**config.mk**
```make
export PLATFORM = sky130hd
export DESIGN_NAME = circuit2_frame_accum
export DESIGN_NICKNAME = d
export VERILOG_FILES = /design/src/rtl/circuit2_frame_accum_pkg.sv /design/src/rtl/circuit2_accum_lane.sv /design/src/rtl/circuit2_frame_accum.sv
export SDC_FILE = /design/constraint.sdc
export NUM_CORES = 1
export LEC_CHECK = 0
export ABC_AREA = 1
export CORE_MARGIN = 5
export CORE_UTILIZATION = 55
export CTS_CLUSTER_DIAMETER = 60
export DETAILED_ROUTE_END_ITERATION = 6
export PLACE_DENSITY = 0.87
export RECOVER_POWER = 100
export SLEW_MARGIN = 20
export SYNTH_ARGS = -nofsm -noshare
export SYNTH_HDL_FRONTEND = slang
export SYNTH_SLANG_ARGS = --single-unit
```
**constraint.sdc**
```tcl
create_clock -name Clk -period 7.52 [get_ports Clk]
set_input_delay 0.752 -clock Clk [delete_from_list [all_inputs] [get_ports Clk]]
set_output_delay 0.752 -clock Clk [all_outputs]
set_load 0.05 [all_outputs]
```
**src/rtl/circuit2_frame_accum_pkg.sv**
```systemverilog
// Shared types and default sizing for the frame accumulator.
// Holds the FSM state enum and the default WIDTH / FRAME_LEN / ACC_WIDTH values.
// Ports: none (package only).
package circuit2_frame_accum_pkg;

  typedef enum logic {
    ACCUM = 1'b0,
    DONE  = 1'b1
  } state_e;

  localparam int DEF_WIDTH     = 32;
  localparam int DEF_FRAME_LEN = 4;
  localparam int DEF_ACC_WIDTH = 34;

endpackage

```
**src/rtl/circuit2_accum_lane.sv**
```systemverilog
// Signed accumulator lane: sign-extends each enabled sample and adds it to a running sum.
// Ports: clk_i/rst_i (async active-high), clr_i zeroes the sum (wins over en_i),
//        en_i adds d_i, acc_o is the registered sum. Latency 1, no backpressure.
module circuit2_accum_lane
  import circuit2_frame_accum_pkg::*;
#(
  parameter int WIDTH     = DEF_WIDTH,
  parameter int ACC_WIDTH = DEF_ACC_WIDTH
) (
  input  logic                        clk_i,
  input  logic                        rst_i,
  input  logic                        clr_i,
  input  logic                        en_i,
  input  logic signed [WIDTH-1:0]     d_i,
  output logic signed [ACC_WIDTH-1:0] acc_o
);

  logic signed [ACC_WIDTH-1:0] acc_q;
  logic signed [ACC_WIDTH-1:0] acc_d;
  logic signed [ACC_WIDTH-1:0] d_ext;

  // ACC_WIDTH > WIDTH is guaranteed by the top-level elaboration check.
  assign d_ext = {{(ACC_WIDTH-WIDTH){d_i[WIDTH-1]}}, d_i};

  always_comb begin
    acc_d = acc_q;
    if (clr_i) begin
      acc_d = '0;
    end else if (en_i) begin
      acc_d = acc_q + d_ext;
    end
  end

  always_ff @(posedge clk_i or posedge rst_i) begin
    if (rst_i) begin
      acc_q <= '0;
    end else begin
      acc_q <= acc_d;
    end
  end

  assign acc_o = acc_q;

endmodule

```
**src/rtl/circuit2_frame_accum.sv**
```systemverilog
// Frame accumulator: sums x and z, tracks max z and count of x>z over FRAME_LEN samples.
// Ports: Clk, Rst (async active-high); x/z/in_valid/in_ready sample input with flush abort;
//        sum_x/sum_z/max_z/gt_count/out_valid/out_ready result output. Latency 1 after last sample;
//        in_ready drops while a result is pending, results hold until out_valid && out_ready.
module circuit2_frame_accum
  import circuit2_frame_accum_pkg::*;
#(
  parameter int WIDTH     = DEF_WIDTH,
  parameter int FRAME_LEN = DEF_FRAME_LEN,
  parameter int ACC_WIDTH = DEF_ACC_WIDTH
) (
  input  logic                               Clk,
  input  logic                               Rst,
  input  logic signed [WIDTH-1:0]            x,
  input  logic signed [WIDTH-1:0]            z,
  input  logic                               in_valid,
  output logic                               in_ready,
  input  logic                               flush,
  output logic signed [ACC_WIDTH-1:0]        sum_x,
  output logic signed [ACC_WIDTH-1:0]        sum_z,
  output logic signed [WIDTH-1:0]            max_z,
  output logic [$clog2(FRAME_LEN+1)-1:0]     gt_count,
  output logic                               out_valid,
  input  logic                               out_ready
);

  localparam int CW = $clog2(FRAME_LEN+1);

  if (FRAME_LEN < 2 || FRAME_LEN > 256) begin : g_bad_frame_len
    $error("circuit2_frame_accum: FRAME_LEN must be in 2..256");
  end
  if (ACC_WIDTH < WIDTH + $clog2(FRAME_LEN)) begin : g_bad_acc_width
    $error("circuit2_frame_accum: ACC_WIDTH too small for WIDTH and FRAME_LEN");
  end

  state_e                  state_q;
  logic [CW-1:0]           cnt_q;
  logic [CW-1:0]           gt_q;
  logic signed [WIDTH-1:0] max_q;

  logic in_accum;
  logic accept;
  logic handshake;
  logic lane_clr;

  assign in_accum  = (state_q == ACCUM);
  // flush takes priority over a same-cycle sample, so the sample is dropped.
  assign accept    = in_accum && in_valid && !flush;
  assign handshake = (state_q == DONE) && out_ready;
  assign lane_clr  = (in_accum && flush) || handshake;

  circuit2_accum_lane #(.WIDTH(WIDTH), .ACC_WIDTH(ACC_WIDTH)) u_lane_x (
    .clk_i (Clk),
    .rst_i (Rst),
    .clr_i (lane_clr),
    .en_i  (accept),
    .d_i   (x),
    .acc_o (sum_x)
  );

  circuit2_accum_lane #(.WIDTH(WIDTH), .ACC_WIDTH(ACC_WIDTH)) u_lane_z (
    .clk_i (Clk),
    .rst_i (Rst),
    .clr_i (lane_clr),
    .en_i  (accept),
    .d_i   (z),
    .acc_o (sum_z)
  );

  // max_z is not cleared between frames: the first sample of each frame reloads it.
  always_ff @(posedge Clk or posedge Rst) begin
    if (Rst) begin
      state_q <= ACCUM;
      cnt_q   <= '0;
      gt_q    <= '0;
      max_q   <= '0;
    end else begin
      case (state_q)
        ACCUM: begin
          if (flush) begin
            cnt_q <= '0;
            gt_q  <= '0;
          end else if (in_valid) begin
            cnt_q <= cnt_q + CW'(1);
            if (x > z) begin
              gt_q <= gt_q + CW'(1);
            end
            if (cnt_q == '0 || z > max_q) begin
              max_q <= z;
            end
            if (cnt_q == CW'(FRAME_LEN-1)) begin
              state_q <= DONE;
            end
          end
        end
        DONE: begin
          if (out_ready) begin
            state_q <= ACCUM;
            cnt_q   <= '0;
            gt_q    <= '0;
          end
        end
      endcase
    end
  end

  assign in_ready  = in_accum;
  assign out_valid = (state_q == DONE);
  assign max_z     = max_q;
  assign gt_count  = gt_q;

endmodule
```
==> flow_summary_export.csv <==
group,metric,value,unit
clock_tree,cts_buffer_depth,2,
synth,yosysTopAreaCell,"dfrtp_1",
route,dr.pass1.iters,7,
synth,synth_xor_area_frac,0.01079,
pwr,vdd_ir_drop_max,0.1929,mV
synth,synth_seq_area_share,0.2748,
setup_path,critPathMaxStageDelay,2.19,ns
timing,period_share,0.6801,
layout,layout.cells.non_filler,1821,
place,dp_hpwl,25290,µm
setup_path,crit_slowest_cell,"clkbuf_1",
place,placed_cell_area,11650,µm²
synth,synth_top_area_frac,0.2748,
synth,synth.mux.area_fraction,0,
die,die_area,20480,µm²
global_routing,grt_pass1_vias,10478,
place,portBuffers,173,
setup_path,r2r_cells,7,
setup_path,critPathKind,"in -> reg",
outcome,violations,"max-capacitance violations, max-slew violations",
setup_path,cp-end-kind,"flip-flop",
timing,hold_violations,0,
setup_path,cp.arrival,5.37,ns
global_routing,grt_pass1_wl,51930,µm
timing,rsz0062_at_grt,"no",
flow_run,drv_cap,3,
clock_tree,numCtsBuffers,9,
global_routing,antenna_found_initial,0,
synth,synth-edff-count,0,
route,vias,10529,
clock_tree,cts-resized-gates,0,
route,drtIter0Drc,931,
synth,synth_compound_area_frac,0.1727,
pwr,p_leak,6.208,nW
synth,ys_warn_count,0,
synth,synth_top_family_by_area,"simple AND/OR/NAND/NOR gates",
synth,synth_nets,1632,
synth,synthAdderAreaFrac,0.1762,
setup_path,crit_cells,8,
route,routed_wl,32210,µm
synth,yosys.area_share.simple,0.2834,
clock_tree,htreeDepth,3,
clock_tree,cts_setup_buffers,0,
die,std_cell_rows,48,
clock_tree,cts_hold_buf,0,
synth,async_flop_share,1.000,
setup_path,cp_cell_sequence,"dlygate4sd3_1 > nor2_1 > nor2_1 > buf_4 > nor2_4 > clkbuf_1 > inv_1 > o22ai_1",
timing,tightest_slew,3.019,ns
outcome,status,"complete, but fails checks",
setup_path,cpMostUsedCell,"nor2_1",
clock_tree,path_clk_slew,0.08,ns
setup_path,path_max_fanout,63,
global_routing,gr-usage-all-layers,0.3156,
global_routing,gr-total-overflow,0,
worst_hold_path,hold_depth,2,
die,start_util,0.5614,
clock_tree,cts.sinks,107,
die,die_x,143.1,µm
timing,period_minus_slack,5.114,ns
layout,fin_area,11890,µm²
pwr,power_density,298.7,nW/µm²
layout,utilization,0.6848,
timing,fmax,195.5,MHz
die,coreArea,17360,µm²
timing,worst_hold_slack,0.5045,ns
synth,ys_ff_latch,107,
layout,n_antenna_cell,0,
timing,fin_ws,2.406,ns
route,routed_via_density,5.782,
place,place.gp.congestion,0.9677,
timing,setup_viol,0,
global_routing,grt_max_degree,73,
setup_path,crit_family,"buffers and inverters",
clock_tree,cts_root_buf,"clkbuf_16",
route,detail-route-antenna-nets,0,
clock_tree,clk_latency,0.37,ns
timing,slew_violations,131,
place,dp_cells,1805,
layout,n_fill_cell,1591,
setup_path,critical_path_buf_inv_count,4,
worst_hold_path,hp-class,"reg -> reg",
place,place_ws,3.820,ns
synth,syn-cell-area,9744,µm²
layout,layout-drive-gt1-share,0.02256,
timing,finClkSkew,0.01072,ns
synth,ys_top_cells_by_count,"nand2_1 (437), inv_1 (171), a21oi_1 (134), ha_1 (134), nor2_1 (115)",
synth,synth_most_common_cell,"nand2_1",
layout,layout.nets,1796,
synth,synth_flop_cell,"dfrtp_1",
timing,relSlewSlack,-1.013,
die,ios,174,
synth,ys_types,44,
setup_path,start_kind,"input pin",
synth,synth_cells,1427,
route,drt_drc_violations_left,0,
timing,fin_tns_setup,0,ns
route,routedWlPerCell,17.69,µm
pwr,total_power,3.551,mW
setup_path,cp.required,7.78,ns
synth,syn_avg_cell_area,6.829,µm²
synth,synth.area.top_cells,"dfrtp_1 (27%), ha_1 (17%), nand2_1 (17%)",
layout,syn_to_final_growth,21.98,%
die,die_h,143.1,µm
clock_tree,tritoncts,"yes",
## worst min-delay path: cells and delay by family (launching register included)
kind             cells  cell delay, ns
DFF                  1            0.37
and+or+nand+nor      2            0.11
## logic make-up (layout without fill, tap and decap cells)
| family | count (synthesis) | count (layout) |
|---|---|---|
| AOI/OAI and AO/OA | 297 | 297 |
| buffers and inverters | 197 | 366 |
| DFF | 107 | 107 |
| and+or+nand+nor | 678 | 678 |
| xor gates and xnor gates | 12 | 12 |
| adders and majority gates | 136 | 136 |
## sequential cells by signal, summed over array words and instances, names as in the netlist
name and cells:
u_lane_x.acc_o 34, gt_count 3, u_lane_z.acc_o 34, max_z 32, cnt_q 3, out_valid 1
## power breakdown
part / leakage, nW / switching (mW) / internal [mW]
Combinational: 4.69 / 1.51 / 0.673
Clock: 0.137 / 0.254 / 0.233
Sequential: 1.39 / 0.151 / 0.730
## cells in the final DEF (no fill, tap or decap), drive strengths merged, types with 2 or more instances in the layout
master / count
a21boi: 6
a21o: 6
a21oi: 135
a22o: 2
a31oi: 8
a32o: 4
buf: 3
clkbuf: 12
clkdlybuf4s50: 64
clkinv: 2
clkinvlp: 2
dfrtp: 107
dlygate4sd3: 109
fa: 2
ha: 134
inv: 174
nand2: 439
nand3: 78
nand3b: 2
nand4: 13
nor2: 119
nor3: 15
nor4: 4
o211ai: 6
o21a: 6
o21ai: 102
o21bai: 6
o221ai: 2
o22ai: 3
o31ai: 8
or2: 8
xnor2: 2
xor2: 10
## area by class of cell
type                       count  area [µm²]  area share
multi-input combinational   1123        6233      0.5244
sequential                   107        2678      0.2253
timing repair buffer         178        1762      0.1482
inverter                     172       646.9     0.05442
tap                          225       281.5     0.02368
clock buffer                  10       229.0     0.01926
clock inverter                 6       56.30    0.004737
## final timing paths
check                                from                  to  slack [ns]
max in group asynchronous             Rst  u_lane_x.acc_o[30]        4.64
worst max register to register  out_valid            cnt_q[2]        2.94
min in group asynchronous             Rst            max_z[2]        1.21
worst min-delay path            max_z[27]           max_z[27]        0.50
worst max-delay path                flush            cnt_q[2]        2.41
worst min register to register  max_z[27]           max_z[27]        0.50
## layer usage
metal | wire length, µm | vias to the layer above | track usage
met5 | 0 | - | 0
met4 | 1372 | 0 | 0.1466
met3 | 2559 | 108 | 0.04387
met2 | 15120 | 504 | 0.5265
met1 | 13170 | 4829 | 0.4053
li1 | - | 5088 | -
No activity file was read; power rests on OpenSTA's default activity.
